==> src/rtl/adc_serial_tx.sv <==
`default_nettype none
// ============================================================================
// adc_serial_tx
//   Serial ADC emulator: after chip select falls, shifts out a frame of
//   LEAD_ZEROS zeros followed by DATA_BITS sample bits, MSB first.
// Revision: 1.0
// ============================================================================
module adc_serial_tx #(
  parameter int DATA_BITS  = 12,
  parameter int LEAD_ZEROS = 4
) (
  input  logic                 clk,
  input  logic                 rst_n,
  input  logic                 cs_in,
  input  logic [DATA_BITS-1:0] sample_in,
  input  logic                 sample_valid_in,
  input  logic                 error_inject_in,
  output logic                 data_out,
  output logic                 busy_out,
  output logic                 done_out,
  output logic                 abort_out
);

  localparam int c_FRAME_LEN = LEAD_ZEROS + DATA_BITS;
  localparam int c_CNT_W     = $clog2(c_FRAME_LEN);

  localparam logic [c_CNT_W-1:0] c_LAST       = c_CNT_W'(c_FRAME_LEN - 1);
  localparam logic [c_CNT_W-1:0] c_LEAD_LAST  = c_CNT_W'(LEAD_ZEROS - 1);
  localparam logic [c_CNT_W-1:0] c_DATA_FIRST = c_CNT_W'(LEAD_ZEROS);
  localparam logic [c_CNT_W-1:0] c_ONE        = c_CNT_W'(1);

  localparam logic [1:0] c_IDLE  = 2'd0;
  localparam logic [1:0] c_LEAD  = 2'd1;
  localparam logic [1:0] c_DATA  = 2'd2;
  localparam logic [1:0] c_TRAIL = 2'd3;

  logic [1:0]           r_state;
  logic [1:0]           w_state_nxt;
  logic                 r_cs_q;
  logic                 r_armed;
  logic [DATA_BITS-1:0] r_hold;
  logic                 r_err;
  logic                 r_frame_err;
  logic [DATA_BITS-1:0] r_shift;
  logic [c_CNT_W-1:0]   r_bit_cnt;
  logic                 r_data;
  logic                 r_busy;
  logic                 r_done;
  logic                 r_abort;

  logic                 w_start;
  logic                 w_in_frame;
  logic [c_CNT_W-1:0]   w_cnt_inc;
  logic [DATA_BITS-1:0] w_shift_nxt;
  logic [c_CNT_W-1:0]   w_cnt_nxt;
  logic                 w_ferr_nxt;
  logic                 w_data_nxt;
  logic                 w_busy_nxt;
  logic                 w_done_nxt;
  logic                 w_abort_nxt;

  // r_armed blocks a frame when cs is already low coming out of reset.
  assign w_start    = r_armed && r_cs_q && !cs_in &&
                      ((r_state == c_IDLE) || (r_state == c_TRAIL));
  assign w_in_frame = (r_state == c_LEAD) || (r_state == c_DATA);
  assign w_cnt_inc  = r_bit_cnt + c_ONE;

  always_ff @(posedge clk or negedge rst_n) begin
    if (!rst_n) begin
      r_state     <= c_IDLE;
      r_cs_q      <= 1'b1;
      r_armed     <= 1'b0;
      r_hold      <= '0;
      r_err       <= 1'b0;
      r_frame_err <= 1'b0;
      r_shift     <= '0;
      r_bit_cnt   <= '0;
      r_data      <= 1'b0;
      r_busy      <= 1'b0;
      r_done      <= 1'b0;
      r_abort     <= 1'b0;
    end else begin
      r_state     <= w_state_nxt;
      r_cs_q      <= cs_in;
      r_armed     <= r_armed | cs_in;
      if (sample_valid_in) begin
        r_hold <= sample_in;
      end
      if (w_start) begin
        r_err <= 1'b0;
      end else if (error_inject_in) begin
        r_err <= 1'b1;
      end
      r_frame_err <= w_ferr_nxt;
      r_shift     <= w_shift_nxt;
      r_bit_cnt   <= w_cnt_nxt;
      r_data      <= w_data_nxt;
      r_busy      <= w_busy_nxt;
      r_done      <= w_done_nxt;
      r_abort     <= w_abort_nxt;
    end
  end

  always_comb begin
    w_state_nxt = r_state;
    case (r_state)
      c_IDLE: begin
        if (w_start) begin
          w_state_nxt = c_LEAD;
        end
      end
      c_LEAD: begin
        if (cs_in) begin
          w_state_nxt = c_IDLE;
        end else if (r_bit_cnt == c_LEAD_LAST) begin
          w_state_nxt = c_DATA;
        end
      end
      c_DATA: begin
        if (cs_in) begin
          w_state_nxt = c_IDLE;
        end else if (r_bit_cnt == c_LAST) begin
          w_state_nxt = c_TRAIL;
        end
      end
      c_TRAIL: begin
        if (cs_in) begin
          w_state_nxt = c_IDLE;
        end else if (w_start) begin
          w_state_nxt = c_LEAD;
        end
      end
      default: w_state_nxt = c_IDLE;
    endcase
  end

  always_comb begin
    w_shift_nxt = r_shift;
    w_cnt_nxt   = r_bit_cnt;
    w_ferr_nxt  = r_frame_err;
    w_data_nxt  = 1'b0;
    w_busy_nxt  = 1'b0;
    w_done_nxt  = 1'b0;
    w_abort_nxt = 1'b0;
    if (w_start) begin
      // A load on the start edge bypasses the holding register.
      w_shift_nxt = sample_valid_in ? sample_in : r_hold;
      w_ferr_nxt  = r_err | error_inject_in;
      w_cnt_nxt   = '0;
      w_busy_nxt  = 1'b1;
      w_data_nxt  = (LEAD_ZEROS == 1) && (r_err | error_inject_in);
    end else if (w_in_frame) begin
      if (cs_in) begin
        w_abort_nxt = 1'b1;
      end else if (r_bit_cnt == c_LAST) begin
        w_done_nxt = 1'b1;
      end else begin
        w_cnt_nxt  = w_cnt_inc;
        w_busy_nxt = 1'b1;
        if (w_cnt_inc >= c_DATA_FIRST) begin
          w_data_nxt  = r_shift[DATA_BITS-1];
          w_shift_nxt = r_shift << 1;
        end else begin
          w_data_nxt  = r_frame_err && (w_cnt_inc == c_LEAD_LAST);
        end
      end
    end
  end

  assign data_out  = r_data;
  assign busy_out  = r_busy;
  assign done_out  = r_done;
  assign abort_out = r_abort;

endmodule
`default_nettype wire

==> config.mk <==
export PLATFORM = sky130hd
export DESIGN_NAME = adc_serial_tx
export DESIGN_NICKNAME = d
export VERILOG_FILES = /design/src/rtl/adc_serial_tx.sv
export SDC_FILE = /design/constraint.sdc
export NUM_CORES = 1
export LEC_CHECK = 0
export CAP_MARGIN = 20
export CORE_ASPECT_RATIO = 1.1
export CORE_MARGIN = 5
export CORE_UTILIZATION = 55
export DETAILED_ROUTE_END_ITERATION = 12
export PLACE_DENSITY = 0.83
export RECOVER_POWER = 25
export REMOVE_ABC_BUFFERS = 1
export SYNTH_ARGS = -nofsm -noshare
export SYNTH_HDL_FRONTEND = slang
export SYNTH_SLANG_ARGS = --single-unit
==> constraint.sdc <==
create_clock -name clk -period 2.2 [get_ports clk]
set_clock_uncertainty 0.2 [all_clocks]
set_input_delay 0.66 -clock clk [delete_from_list [all_inputs] [get_ports clk]]
set_output_delay 0.66 -clock clk [all_outputs]
set_load 0.02 [all_outputs]
After elaboration in Yosys (flattened, before gate mapping)
Index checks and enable logic that the tools add are counted.
{"block": "word_totals", "word_cells": 75, "in_bits": 17, "reg_bits": 38}
{"block": "classes", "bitwise_logic": 2, "mux": 35, "add_sub_neg": 1, "eq_ne": 10, "reduce_logical": 14, "n_lt_le_gt_ge": 1}
{"cell": "12-bit two-way mux", "count": 6}
{"cell": "1-bit two-way mux", "count": 18}
{"cell": "4-bit two-way mux", "count": 4}
{"cell": "2-bit two-way mux", "count": 6}
{"cell": "4-bit by 2-bit == test with 1-bit output (second input constant)", "count": 2}
{"cell": "2-bit case mux with 4 select lines", "count": 1}
{"cell": "3-bit by 2-bit inequality test with 1-bit output (second input constant)", "count": 2}
{"cell": "2-bit nonzero test", "count": 3}
{"cell": "4-bit by 1-bit adder with 4-bit output (second input constant)", "count": 1}
{"cell": "2-bit == test (second input constant)", "count": 2}
{"cell": "4-bit == test (second input constant)", "count": 1}
{"cell": "4-bit by 3-bit greater-or-equal comparator with 1-bit output (second input constant)", "count": 1}
{"cell": "1-bit logical AND", "count": 4}
{"cell": "4-bit AND reduction", "count": 1}
{"cell": "3-bit AND reduction", "count": 1}
{"cell": "2-bit by 1-bit == test with 1-bit output (second input constant)", "count": 1}
{"cell": "2-bit zero test", "count": 1}
{"cell": "1-bit logical OR", "count": 2}
{"cell": "2-bit by 1-bit inequality test with 1-bit output (second input constant)", "count": 1}
{"cell": "2-bit inequality test (second input constant)", "count": 1}
{"cell": "1-bit bitwise OR", "count": 2}
{"cell": "2-bit AND reduction", "count": 1}
{"cell": "1-bit zero test", "count": 1}

Depth between registers and ports, before layout
{"block": "logic_depth", "word_depth": 8, "mapped_depth": 7, "mapped_depth_nobuf": 6}

Worst setup path after synthesis
No wires, ideal clock.
{"block": "synth_path", "kind": "reg-to-reg", "start": "register r_state[0]", "end": "register r_shift[3]", "setup_time_ps": 80, "slack_ps": 325, "t_arrival_ps": 1595, "n_path_buf": 1, "stages_incl_launch_ff": 7, "period_less_slack_ps": 1875, "cell_sequence": "dfrtp_1 > inv_1 > ha_1 > nor3_1 > buf_2 > nand2_1 > o211ai_2"}
{"block": "synth_between", "elab_chain_cells": 5}
{"element": "from (decl)", "line_no": "37", "text": "logic [1:0] r_state;"}
{"element": "from (signal assigned)", "line_no": "70", "text": "r_state <= c_IDLE;"}
{"element": "from (signal assigned)", "line_no": "83", "text": "r_state <= w_state_nxt;"}
{"element": "2-bit == test or 2-bit zero test (tied branches)", "line_no": "64", "text": "((r_state == c_IDLE) || (r_state == c_TRAIL));"}
{"element": "1-bit logical OR", "line_no": "64"}
{"element": "1-bit logical AND", "line_no": "63", "text": "assign w_start = r_armed && r_cs_q && !cs_in &&"}
{"element": "2-bit inequality test (no line), or another cell as far along"}
{"element": "4-bit AND reduction (no line)"}
{"element": "to (signal assigned)", "line_no": "95", "text": "r_shift <= w_shift_nxt;"}
{"element": "to (decl)", "line_no": "44", "text": "logic [DATA_BITS-1:0] r_shift;"}
Parallel ways exist; a longest one is shown, timed or not.
A chain may end at the register's enable or synchronous reset.

Worst setup path after layout
{"block": "layout_path", "start": "register r_data, in the netlist data_out", "end": "output data_out"}
{"element": "from (decl)", "line_no": "46", "text": "logic r_data;"}
{"element": "from (signal assigned)", "line_no": "97", "text": "r_data <= w_data_nxt;"}
{"element": "to (decl)", "line_no": "18", "text": "output logic data_out,"}
No word-level cell between the ends.

==> impl_metrics.env <==
export IMPL_most_common_layout_cells="sky130_fd_sc_hd__dfrtp_1, sky130_fd_sc_hd__nand2_1, sky130_fd_sc_hd__clkdlybuf4s50_1"
export IMPL_ctsLongestPathBuffers=2
export IMPL_vdd_ir_drop_max_mv=0.591
export IMPL_insertion_delay_ns=0.35
export IMPL_post_synth_main_area_contributors="sky130_fd_sc_hd__dfrtp_1, sky130_fd_sc_hd__mux2_2, sky130_fd_sc_hd__nand2_1"
export IMPL_yosys_cell_types_count=39
export IMPL_power_switching_w=0.000794
export IMPL_cts_clk_slew_worst_paths_ns=0.12
export IMPL_cts_tree="built"
export IMPL_fin_crit_ns=2.14
export IMPL_drive_above_1_share_pct=24.1
export IMPL_combinationalPowerShare_pct=38.7
export IMPL_critical_path_top_delay_family="buffers and inverters"
export IMPL_ctsRootBufferMaster="sky130_fd_sc_hd__clkbuf_4"
export IMPL_synth_mux_area_fraction_pct=7.98
export IMPL_criticalPathCategory="reg2out"
export IMPL_synthToLayoutAreaGrowth_pct=23.3
export IMPL_die_width_um=64.8
export IMPL_synth_area_in_adders_pct=4.13
export IMPL_synth_top_area_cell="sky130_fd_sc_hd__dfrtp_1"
export IMPL_post_route_drc_count=0
export IMPL_share_of_synthesized_cell_area_in_and_or_nand_and_nor_gates_pct=18.0
export IMPL_power_leakage_nw=1.06
export IMPL_finalHoldViolCount=0
export IMPL_critical_path_slowest_cell="sky130_fd_sc_hd__clkdlybuf4s50_1"
export IMPL_worstSetupStartpointType="register"
export IMPL_design_final_nets=225
export IMPL_detailedPlace_worstSlack_ns=-0.131
export IMPL_async_reset_ff_share_pct=100
export IMPL_buffer_ports_inserted=20
export IMPL_fp_dieArea_mm2=0.00456
export IMPL_worstMarginPinSlew_ns=0.917
export IMPL_track_usage_pct=17.7
export IMPL_wl_met3_um=159
export IMPL_largest_family_of_logic_cells_by_synthesized_area="simple AND/OR/NAND/NOR gates"
export IMPL_floorplan_initialDensity_pct=55.5
export IMPL_internal_power_w=0.00148
export IMPL_routed_via_count=1346
export IMPL_status="complete, no violations"
export IMPL_final_max_slew_viol_count=0
export IMPL_achievable_frequency_ghz=0.466
export IMPL_grt_remaining_overflow=0
export IMPL_placeableCoreArea_mm2=0.00328
export IMPL_synth_compound_gate_area_share_pct=13.6
export IMPL_wl_per_cell_um=14.7
export IMPL_critical_path_buf_inv_count=1
export IMPL_holdCritPathClass="reg2reg"
export IMPL_drt_total_wl_mm=3.52
export IMPL_netlist_instances=166
export IMPL_p_total_w=0.00227
export IMPL_grt_pass1_vias=1405
export IMPL_cts_max_level=2
export IMPL_synth_largest_type_area_fraction_pct=50.9
export IMPL_ys_flop_type="sky130_fd_sc_hd__dfrtp_1"
export IMPL_ioPinCount=21
export IMPL_worst_ep_required_ns=1.34
export IMPL_path_cells="clkdlybuf4s50_1"
export IMPL_power_switching_fraction_pct=34.9
export IMPL_global_placer_s_final_weighted_congestion=0.829
export IMPL_share_seq_of_total_power_pct=44.4
export IMPL_clock_power_share_pct=16.9
export IMPL_rsz0062_at_grt="no"
export IMPL_setup_viol=0
export IMPL_maxUsedRoutingLayer="met4"
export IMPL_final_cells=239
export IMPL_postSynthAreaPerCell_um2=11.0
export IMPL_layout_cells_most_common="sky130_fd_sc_hd__dfrtp_1"
export IMPL_grt_antenna_before_repair=0
export IMPL_vias_per_cell=5.63
export IMPL_post_synth_xor_area_fraction_pct=0.482
export IMPL_max_cap_violations=0
export IMPL_kind_of_end_point_of_the_critical_path="output port"
export IMPL_grt_pass1_wl_mm=6.32
export IMPL_tritoncts_num_buffers=5
export IMPL_postLayoutSetupSlackWorst_ns=0.0552
export IMPL_placement_cell_area_mm2=0.00219
export IMPL_insertedDiodeCount=0
export IMPL_cpPeakStageDelay_ns=0.60
export IMPL_ys_ff_latch=38
export IMPL_cp_arrival_ns=1.28
export IMPL_m1_wire_length_mm=1.47
export IMPL_pin_count_of_the_biggest_net_entering_global_routing=39
export IMPL_placementRows=22
export IMPL_seq_area_frac_synth_pct=52.4
export IMPL_final_period_utilization_pct=97.5
export IMPL_final_antenna_net_count=0
export IMPL_detailedPlacementHpwl_mm=2.67
export IMPL_path_max_fanout=1
export IMPL_cts_hold_buffers=0
export IMPL_setup_total_negative_slack_ns=0
export IMPL_finish_instance_area_mm2=0.00224
export IMPL_firstDrtPassIters=4
export IMPL_syn_cell_area_mm2=0.00182
export IMPL_placed_cells=231
export IMPL_cts_sink_count=38
export IMPL_maxSlewHeadroom_pct=38.8
export IMPL_synth_yosys_warnings=0
export IMPL_die_y_um=70.3
export IMPL_first_iter_violations=54
export IMPL_dr_wl_met2_mm=1.83
export IMPL_p_per_area_mw_per_mm2=1010
export IMPL_synth_edff_count=0
## per-layer routing
metal  global-route usage [%]  vias up
met4                     6.57        0
met2                     29.9       24
met3                     4.98        7
met5                        0        -
li1                         -      646
met1                     21.1      669
## cell families (layout without fill, tap and decap cells)
group                    Yosys count  in the layout
XOR/XNOR                           1              1
flip-flops                        38             38
buffers and inverters             11             48
AND/OR/NAND/NOR                   69             69
adder cells (fa/ha/maj)            6              6
AO/OA/AOI/OAI                     28             28
multiplexers                      13             13
## worst paths after layout
path,from,to,slack (ns),cells after the start
worst min register to register,r_err,r_err,0.29,2
min in group asynchronous,rst_n,r_shift[9],0.77,2
worst min-delay path,r_err,r_err,0.29,2
max in group asynchronous,rst_n,r_state[0],0.45,2
worst max register to register,r_bit_cnt[1],r_shift[11],0.24,6
worst max-delay path,data_out,data_out,0.06,1
## cell type report
| class | count | area (µm²) |
|---|---|---|
| tap | 36 | 45.0 |
| inverter | 4 | 15.0 |
| timing repair buffer | 36 | 360 |
| multi-input combinational | 117 | 805 |
| clock inverter | 2 | 12.5 |
| clock buffer | 6 | 51.3 |
| sequential | 38 | 952 |
| fill | 275 | 1030 |
## power by group through the flow
stage                     clock network [W]  logic [W]  registers (W)
after floorplan                           0   0.000525        0.00101
after global placement                    0   0.000837        0.00101
after detailed placement                  0   0.000892        0.00102
after CTS                          0.000395   0.000896        0.00101
after global routing               0.000429   0.000986        0.00103
final                              0.000385   0.000879        0.00101
## repair_timing
item | in CTS | in global routing
endpoints found under the setup margin | 0 | 2
endpoints found under the hold margin | 0 | 0
buffers inserted | 0 | 0
gates resized for setup | 0 | 2
## metrics by stage
stage | util [%] | hold WS, ns
after floorplan | - | 0.164
final | 68.4 | 0.293
after global placement | 66.8 | 0.264
after detailed placement | 66.8 | 0.274
after global routing | 68.4 | 0.324
after CTS | 68.7 | 0.298
## cell usage after synthesis, drive strengths merged, types with 3 or more instances
master	number
a21oi	3
nand3	11
buf	7
o21ai	5
inv	4
dfrtp	37
and2	3
mux2	12
ha	6
o211ai	10
nor3	3
nor2	10
nand2	30
## registers in the layout (all words and copies together) (netlist names), 2 cells and up
name / count
r_shift: 12
r_state: 2
r_bit_cnt: 4
r_hold: 12
(Power assumes the default switching activity.)
